<file path="src/rtl/pipe_stage_reg_pkg.sv">
// Shared constants and types for the parametrised pipeline stage register.
package pipe_stage_reg_pkg;

    localparam logic [31:0] NOP_INST_DEFAULT = 32'h0000_0013; // addi x0, x0, 0

    localparam int unsigned SKID_OFF = 0;
    localparam int unsigned SKID_ON  = 1;

    typedef enum logic [1:0] {
        StEmpty,
        StOne,
        StTwo
    } skid_state_e;

endpackage

</file>
<file path="src/rtl/pipe_stage_reg_sat_counter.sv">
// Saturating up-counter: increments on inc and sticks at all-ones instead of wrapping.
module pipe_stage_reg_sat_counter #(
    parameter int unsigned WIDTH = 32
) (
    input  logic             clk,
    input  logic             rst_n,
    input  logic             inc,
    output logic [WIDTH-1:0] count
);

    logic [WIDTH-1:0] count_q;

    always_ff @(posedge clk or negedge rst_n) begin
        if (!rst_n) begin
            count_q <= '0;
        end else if (inc && (count_q != '1)) begin
            count_q <= count_q + WIDTH'(1);
        end
    end

    assign count = count_q;

endmodule

</file>
<file path="src/rtl/pipe_stage_reg.sv">
// Generic inter-stage pipeline register with valid/ready handshake, flush-to-bubble,
// optional two-entry skid buffer and saturating performance counters.
module pipe_stage_reg
    import pipe_stage_reg_pkg::*;
#(
    parameter int unsigned DATA_W   = 128,
    parameter int unsigned CTRL_W   = 16,
    parameter logic [31:0] NOP_INST = NOP_INST_DEFAULT,
    parameter int unsigned SKID     = SKID_OFF,
    parameter int unsigned CNT_W    = 32
) (
    input  logic              clk,
    input  logic              rst_n,
    input  logic              in_valid,
    output logic              in_ready,
    input  logic [DATA_W-1:0] in_data,
    input  logic [CTRL_W-1:0] in_ctrl,
    input  logic [31:0]       in_inst,
    input  logic              flush,
    output logic              out_valid,
    input  logic              out_ready,
    output logic [DATA_W-1:0] out_data,
    output logic [CTRL_W-1:0] out_ctrl,
    output logic [31:0]       out_inst,
    output logic [CNT_W-1:0]  stall_cnt,
    output logic [CNT_W-1:0]  bubble_cnt,
    output logic [CNT_W-1:0]  flush_cnt
);

    logic              valid_q;
    logic [DATA_W-1:0] main_data_q;
    logic [CTRL_W-1:0] main_ctrl_q;
    logic [31:0]       main_inst_q;
    logic              in_fire;
    logic              out_fire;

    assign in_fire  = in_valid && in_ready && !flush;
    assign out_fire = valid_q && out_ready;

    if (SKID == SKID_OFF) begin : g_single
        assign in_ready = out_ready || !valid_q;

        always_ff @(posedge clk or negedge rst_n) begin
            if (!rst_n) begin
                valid_q     <= 1'b0;
                main_data_q <= '0;
                main_ctrl_q <= '0;
                main_inst_q <= NOP_INST;
            end else if (flush) begin
                valid_q <= 1'b0;
            end else if (in_fire) begin
                valid_q     <= 1'b1;
                main_data_q <= in_data;
                main_ctrl_q <= in_ctrl;
                main_inst_q <= in_inst;
            end else if (out_fire) begin
                valid_q <= 1'b0;
            end
        end
    end else begin : g_skid
        skid_state_e       state_q;
        logic              ready_q;
        logic [DATA_W-1:0] skid_data_q;
        logic [CTRL_W-1:0] skid_ctrl_q;
        logic [31:0]       skid_inst_q;

        // Registered ready keeps out_ready off the combinational path to in_ready.
        assign in_ready = ready_q;

        always_ff @(posedge clk or negedge rst_n) begin
            if (!rst_n) begin
                state_q     <= StEmpty;
                valid_q     <= 1'b0;
                ready_q     <= 1'b1;
                main_data_q <= '0;
                main_ctrl_q <= '0;
                main_inst_q <= NOP_INST;
                skid_data_q <= '0;
                skid_ctrl_q <= '0;
                skid_inst_q <= '0;
            end else if (flush) begin
                state_q <= StEmpty;
                valid_q <= 1'b0;
                ready_q <= 1'b1;
            end else begin
                case (state_q)
                    StEmpty: begin
                        if (in_fire) begin
                            state_q     <= StOne;
                            valid_q     <= 1'b1;
                            main_data_q <= in_data;
                            main_ctrl_q <= in_ctrl;
                            main_inst_q <= in_inst;
                        end
                    end
                    StOne: begin
                        if (in_fire && out_fire) begin
                            main_data_q <= in_data;
                            main_ctrl_q <= in_ctrl;
                            main_inst_q <= in_inst;
                        end else if (in_fire) begin
                            state_q     <= StTwo;
                            ready_q     <= 1'b0;
                            skid_data_q <= in_data;
                            skid_ctrl_q <= in_ctrl;
                            skid_inst_q <= in_inst;
                        end else if (out_fire) begin
                            state_q <= StEmpty;
                            valid_q <= 1'b0;
                        end
                    end
                    StTwo: begin
                        if (out_fire) begin
                            state_q     <= StOne;
                            ready_q     <= 1'b1;
                            main_data_q <= skid_data_q;
                            main_ctrl_q <= skid_ctrl_q;
                            main_inst_q <= skid_inst_q;
                        end
                    end
                    default: begin
                        state_q <= StEmpty;
                        valid_q <= 1'b0;
                        ready_q <= 1'b1;
                    end
                endcase
            end
        end
    end

    assign out_valid = valid_q;
    assign out_data  = main_data_q;
    assign out_ctrl  = valid_q ? main_ctrl_q : '0;
    assign out_inst  = valid_q ? main_inst_q : NOP_INST;

    pipe_stage_reg_sat_counter #(
        .WIDTH(CNT_W)
    ) u_stall_cnt (
        .clk  (clk),
        .rst_n(rst_n),
        .inc  (valid_q && !out_ready),
        .count(stall_cnt)
    );

    pipe_stage_reg_sat_counter #(
        .WIDTH(CNT_W)
    ) u_bubble_cnt (
        .clk  (clk),
        .rst_n(rst_n),
        .inc  (!valid_q),
        .count(bubble_cnt)
    );

    pipe_stage_reg_sat_counter #(
        .WIDTH(CNT_W)
    ) u_flush_cnt (
        .clk  (clk),
        .rst_n(rst_n),
        .inc  (flush),
        .count(flush_cnt)
    );

endmodule

</file>
<file path="config.mk">
export PLATFORM = sky130hd
export DESIGN_NAME = pipe_stage_reg
export DESIGN_NICKNAME = d
export VERILOG_FILES = /design/src/rtl/pipe_stage_reg_pkg.sv /design/src/rtl/pipe_stage_reg_sat_counter.sv /design/src/rtl/pipe_stage_reg.sv
export SDC_FILE = /design/constraint.sdc
export NUM_CORES = 1
export LEC_CHECK = 0
export ABC_CLOCK_PERIOD_IN_PS = 2000
export CORE_ASPECT_RATIO = 0.8
export CORE_UTILIZATION = 40
export DETAILED_ROUTE_END_ITERATION = 12
export PLACE_DENSITY = 0.76
export REMOVE_ABC_BUFFERS = 1
export SETUP_SLACK_MARGIN = 0.02
export SLEW_MARGIN = 40
export SYNTH_ARGS = -nofsm -noshare
export SYNTH_HDL_FRONTEND = slang
export SYNTH_HIERARCHICAL = 1
export SYNTH_SLANG_ARGS = --single-unit
</file>
<file path="constraint.sdc">
create_clock -name clk -period 2 [get_ports clk]
set_input_delay 0.3 -clock clk [delete_from_list [all_inputs] [get_ports clk]]
set_output_delay 0.3 -clock clk [all_outputs]
set_load 0.05 [all_outputs]
</file>
==> results of run 1 <==
-- Yosys cell counts (all sizes together), types with 15 or more instances --
cell,n
and2,45
buf,22
dfrtp,270
mux2,182
nand2,51
nand3,48
nand4,48
nor2,29
nor3,15
nor4,15
xnor2,72
xor2,15
-- sequential cells by signal, summed over array words and instances, names as in the netlist --
signal and flops:
main_inst_q 32, main_ctrl_q 16, out_data 128, u_flush_cnt/count 32, out_valid 1, u_stall_cnt/count 32, u_bubble_cnt/count 32
-- power by group through the flow --
stage / clock [mW] / combinational [mW] / sequential [mW]
floorplan: 0 / 1.29 / 9.19
global placement: 0 / 6.26 / 6.92
detailed placement: 0 / 6.34 / 6.97
CTS: 6.38 / 6.02 / 6.86
global route: 6.56 / 6.30 / 6.98
finish: 6.23 / 6.06 / 6.86
-- repair_timing --
action / 4_1_cts / 5_1_grt
hold buffers: 1 / 0
setup endpoints to repair: 236 / 80
cloned: 1 / 1
gates resized for setup: 194 / 30
pin swaps: 1 / 4
setup buffers: 2 / 5
endpoints found under the hold margin: 40 / 0
-- through the flow --
stage,instance area [um^2],TNS [ps]
after floorplan,11600,-772360
after global placement,18100,-15950
after detailed placement,18100,-20860
after CTS,19000,0
after global routing,19200,-5.18
final,19200,0
-- kinds of logic (layout without fill, tap and decap cells) --
group / Yosys count / after routing
XOR/XNOR: 87 / 87
AO/OA/AOI/OAI: 18 / 18
flip-flops: 273 / 273
buffers and inverters: 35 / 647
adder cells (fa/ha/maj): 3 / 3
multiplexers: 182 / 182
AND/OR/NAND/NOR: 286 / 286
-- worst max path at each step --
stage | slack [ps] | from | to
global placement | -120 | out_ready | out_data[124]
CTS | 30 | u_flush_cnt/count[6] | u_flush_cnt/count[19]
finish | 50 | out_valid | out_inst[28]
global route | -3 | out_valid | out_inst[20]
floorplan | -4450 | out_valid | main_inst_q[0]
detailed placement | -150 | out_ready | out_data[33]
-- area by class of cell --
type | instances | share of cell area (%)
clock inverters | 18 | 1.72
well taps | 370 | 2.42
multi-input cells | 576 | 25.2
flip-flops and latches | 273 | 35.7
inverters | 5 | 0.0979
clock buffers | 35 | 4.06
repair buffers | 589 | 30.8
-- routing by layer --
metal	global-route usage, %	share of wire, %	vias to the layer above
li1	-	-	4312
met1	31.6	41	4774
met2	42.6	50	380
met3	5.47	6.4	63
met4	6.05	2.3	6
met5	0	0.12	-
-- critical path, cell delays in order, from the launching register on --
cell and delay, ps:
dfrtp_1 380, buf_6 180, buf_12 180, and2_1 190
buf_12 150
==> run_results.csv, run 1 <==
group,metric,value,unit
yosys,ys_ff_latch,273,
routing,num_vias,9535,
cts,clock_latency,550,ps
global_routing,grt_overflow,0,
yosys,seq_area_frac_synth,57.7,%
yosys,synth-main-ff-cell,"dfrtp_1",
final_layout,mostFrequentLayoutCells,"dfrtp_1 (269), dlygate4sd2_1 (183), clkdlybuf4s50_1 (179)",
final_layout,seq_area,6840,um^2
placed_design,dp_slack,-145,ps
cts,htreeDepth,1,
pwr,p_int,12.4,mW
final_layout,utilization,66.8,%
setup_path,setup.worst_path.start_class,"register",
floorplanning,coreArea,28700,um^2
setup_path,path_max_fanout,25,
pwr,power_leakage,8.74,nW
placed_design,dpl.cell_count,1803,
floorplanning,std_cell_rows,55,
yosys,synth_adder_area_share,0.317,%
sta,finalSetupViolCount,0,
final_layout,drive_gt1_share,24.9,%
cts,clockBufferDepth,3,
yosys,yosys.cell_types.count,37,
sta,finalCriticalPeriod,1950,ps
sta,drv_slew,0,
cts,cts_buffers,29,
yosys,ys.warnings.count,6,
final_layout,fin_nets,1658,
setup_path,r2r_cells,8,
routing,firstDrtPassIters,5,
yosys,muxShareOfSynthArea,17.3,%
pwr,power_switching,6.74,mW
yosys,synth_compound_area_share,1.33,%
placed_design,hpwl,27.9,mm
setup_path,arrival,1650,ps
sta,slew_headroom,62.3,%
floorplanning,dieHeight,156,um
yosys,syn_area_per_cell,13.4,um^2
yosys,yosys.area.top_type,"dfrtp_1",
cts,tritoncts,"done",
routing,drtIter0Drc,451,
yosys,synthTopCellsByArea,"dfrtp_1 (57%), mux2_1 (14%), xnor2_1 (5.3%)",
yosys,syn-cell-area,11800,um^2
final_layout,stdcell_count,1866,
global_routing,grt_pass1_wl,58.4,mm
setup_path,r2r-end,"u_bubble_cnt/count[6]",
setup_path,crit_path_end_kind,"output port",
status,status,"finished clean",
cts,numClockSinks,273,
floorplanning,die_area,30300,um^2
sta,fmax,513,MHz
setup_path,r2r_start,"u_bubble_cnt/count[6]",
pwr,seq_power_share,35.8,%
sta,setup_ws,49.9,ps
routing,wl_per_cell,20.3,um
final_layout,mostFrequentLayoutCell,"dfrtp_1",
global_routing,grt_max_degree,63,
yosys,synthCells,884,
final_layout,fillers,2171,
floorplanning,ios,455,
routing,finalWirelength,37.8,mm
pwr,peakVddDrop,0.000736,V
yosys,synth_top_family_by_area,"multiplexers",
job,drv_cap,0,
final_layout,syn2layout_area_growth,61.9,%
pwr,switching_share,35.2,%
sta,hold_violations,0,
yosys,synth_xor_area_share,6.44,%
routing,via_per_inst,5.11,
floorplanning,die_w,194,um
pwr,clock_power_share,32.6,%
sta,tightestPinTransition,568,ps
placed_design,gp_congestion,0.894,
yosys,synth_top_area_share,57.1,%
final_layout,antenna_cells,0,
pwr,design_power_total,19.1,mW
pwr,p_per_area,999,nW/um^2
routing,drc_errors,0,
sta,finalHoldWorstSlack,237,ps
setup_path,path_class,"reg -> out",
final_layout,multi_input_area,4830,um^2
yosys,ys_async_sr_fraction,100,%
sta,clock-skew-final,11.0,ps
yosys,synth_enable_flop_cells,0,
global_routing,grt_pass1_vias,9982,
floorplanning,initial_core_util,41.3,%
pwr,comb_power_share,31.6,%
setup_path,reg2reg_slack,50,ps
global_routing,antenna_found_initial,3,
sta,fin_crit_sh,97.5,%
yosys,yosys.area_share.simple,14.6,%
placed_design,port_buffers,454,
worst_hold_path,hp-class,"in -> async",
global_routing,grt_use_total,24.7,%
cts,clk_pin_slew,60,ps
routing,postRouteAntennaNets,0,
setup_path,cp.required,1700,ps
cts,cts_root_buf,"clkbuf_16",
sta,rsz0062_at_grt,"true",
Note: power is estimated with default switching activity, not from simulation.
==> inputs of run 2 (changes only) <==
Settings changed: CORE_UTILIZATION 40 to 30, PLACE_DENSITY 0.76 to 0.6.
==> run_results.csv, run 2 (synthesis gave the netlist of run 1 again) <==
group,metric,value,unit
setup_path,slowest_delay,450,ps
final_layout,largest_register_ffs,128,
pwr,p_int,11.9,mW
setup_path,arrival,1650,ps
placed_design,hpwl,28.6,mm
setup_path,critPathTopFamily,"buffers and inverters",
global_routing,met3_usage,5.41,%
routing,drc_errors,0,
sta,fmax,512,MHz
sta,hold_violations,0,
setup_path,cp.depth,4,
routing,num_vias,9328,
placed_design,dpl.cell_count,1946,
sta,finalSetupViolCount,0,
setup_path,cp.required,1700,ps
sta,drv_slew,0,
setup_path,cpMostUsedCell,"buf_12",
sta,clock-skew-final,8.55,ps
pwr,seq_power_share,36.9,%
routing,drtIter0Drc,382,
pwr,power_leakage,8.64,nW
worst_hold_path,hp-class,"in -> async",
routing,firstDrtPassIters,5,
global_routing,grt_max_degree,57,
final_layout,multi_input_area,4910,um^2
floorplanning,std_cell_rows,64,
cts,clk_pin_slew,60,ps
setup_path,crit_buf_inv,3,
cts,cts_root_buf,"clkbuf_16",
cts,clockBufferDepth,3,
sta,finalCriticalPeriod,1950,ps
cts,numClockSinks,273,
floorplanning,die_w,224,um
routing,via_per_inst,4.63,
pwr,clock_power_share,30.6,%
cts,tritoncts,"done",
setup_path,slowest_stage,"dfrtp_2",
sta,rsz0062_at_grt,"true",
global_routing,grt_pass1_wl,58.6,mm
final_layout,seq_area,6840,um^2
routing,wl_per_cell,19.1,um
setup_path,crit_path_end_kind,"output port",
pwr,design_power_total,18.7,mW
pwr,p_per_area,967,nW/um^2
placed_design,gp_congestion,0.835,
cts,cts_buffers,31,
sta,tightestPinTransition,580,ps
floorplanning,initial_core_util,30.7,%
placed_design,port_buffers,454,
global_routing,grt_use_total,18.8,%
global_routing,grt_pass1_vias,9483,
floorplanning,ios,455,
global_routing,grt_overflow,0,
routing,finalWirelength,38.5,mm
job,drv_cap,0,
final_layout,fin_nets,1644,
floorplanning,dieHeight,180,um
final_layout,mostFrequentLayoutCells,"dfrtp_1 (265), clkdlybuf4s50_1 (179), dlygate4sd2_1 (161)",
pwr,switching_share,36.4,%
status,status,"finished clean",
floorplanning,coreArea,38500,um^2
cts,clock_latency,560,ps
final_layout,stdcell_count,2013,
global_routing,antenna_found_initial,5,
final_layout,mostFrequentLayoutCell,"dfrtp_1",
cts,htreeDepth,1,
placed_design,dp_slack,-164,ps
final_layout,drive_gt1_share,27.7,%
sta,fin_crit_sh,97.7,%
floorplanning,die_area,40300,um^2
setup_path,r2r_cells,6,
pwr,comb_power_share,32.5,%
setup_path,path_max_fanout,7,
global_routing,grt-busiest-layer,"met2",
routing,postRouteAntennaNets,0,
sta,slew_headroom,61.5,%
pwr,peakVddDrop,0.000760,V
final_layout,fillers,3522,
setup_path,setup.worst_path.start_class,"register",
pwr,power_switching,6.80,mW
sta,setup_ws,45.1,ps
setup_path,path_class,"reg -> out",
final_layout,syn2layout_area_growth,63.2,%
global_routing,grtUsageMet2,30.0,%
setup_path,crit_path_cell_trace,"buf_12 -> clkbuf_16 -> and2_4 -> buf_12",
global_routing,grt_use_met1,25.3,%
[run 2: cell types whose count changed in the layout (fill, tap and decap cells not counted), sizes merged]
cell	previous run	this run
bufinv	9	2
clkinvlp	0	6
clkbuf	37	47
diode	0	1
inv	7	6
clkinv	7	4
buf	222	219
clkdlybuf4s15	2	10
dlygate4sd2	183	161
[run 2: final cells by class]
type                            count  share of cell area, %
Sequential cell                   273                   35.4
Timing Repair Buffer              573                   30.3
Multi-Input combinational cell    576                   25.4
Clock buffer                       44                   4.63
Tap cell                          528                   3.42
Clock inverter                     13                  0.693
Inverter                            5                  0.110
Antenna cell                        1                 0.0130
[run 2: power groups by stage]
stage,clock [mW],combinational (mW),sequential [mW]
after floorplan,0,1.29,9.19
after global placement,0,6.22,6.96
after detailed placement,0,6.27,6.99
after CTS,5.93,6.06,6.89
after global routing,6.19,6.34,7.02
final,5.72,6.07,6.90
[run 2: worst reg2reg max path, cell delays in order (launching register included)]
cell,delay (ps)
dfrtp_2,450
buf_6,140
and2b_4,180
nor3b_4,230
buf_12,230
buf_16,230
mux2_1,360
[run 2: metal layers]
| metal | routed length, um | share of wire (%) | up-vias |
|---|---|---|---|
| met4 | 705 | 1.8 | 8 |
| met2 | 17900 | 47 | 314 |
| met3 | 2870 | 7.5 | 48 |
| met1 | 17000 | 44 | 4649 |
| li1 | - | - | 4309 |
| met5 | 55 | 0.14 | - |
[run 2: timing repair]
action,CTS,global route
setup endpoints to repair,219,194
cloned,3,3
pin swaps,0,5
endpoints found under the hold margin,43,0
hold buffers,1,0
buffers inserted,1,1
resized for setup,221,45
[run 2: worst paths after layout]
path	start	to	slack, ps
min in group clk	in_data[31]	out_data[31]	340
worst max-delay path	out_valid	out_inst[16]	50
worst min register to register	out_data[103]	out_data[103]	480
worst max register to register	out_valid	out_data[39]	60
worst min-delay path	rst_n	main_inst_q[13]	240
max in group asynchronous	rst_n	out_data[15]	1000
[run 2: per-stage QoR]
step	setup TNS (ps)	area, um^2	util, %	hold slack (ps)
finish	0	19300	50.2	239
global route	-642	19300	50.2	231
CTS	-991	19100	49.6	223
detailed placement	-18320	18100	46.9	246
global placement	-16660	18100	46.9	246
floorplan	-772360	11600	-	4.41
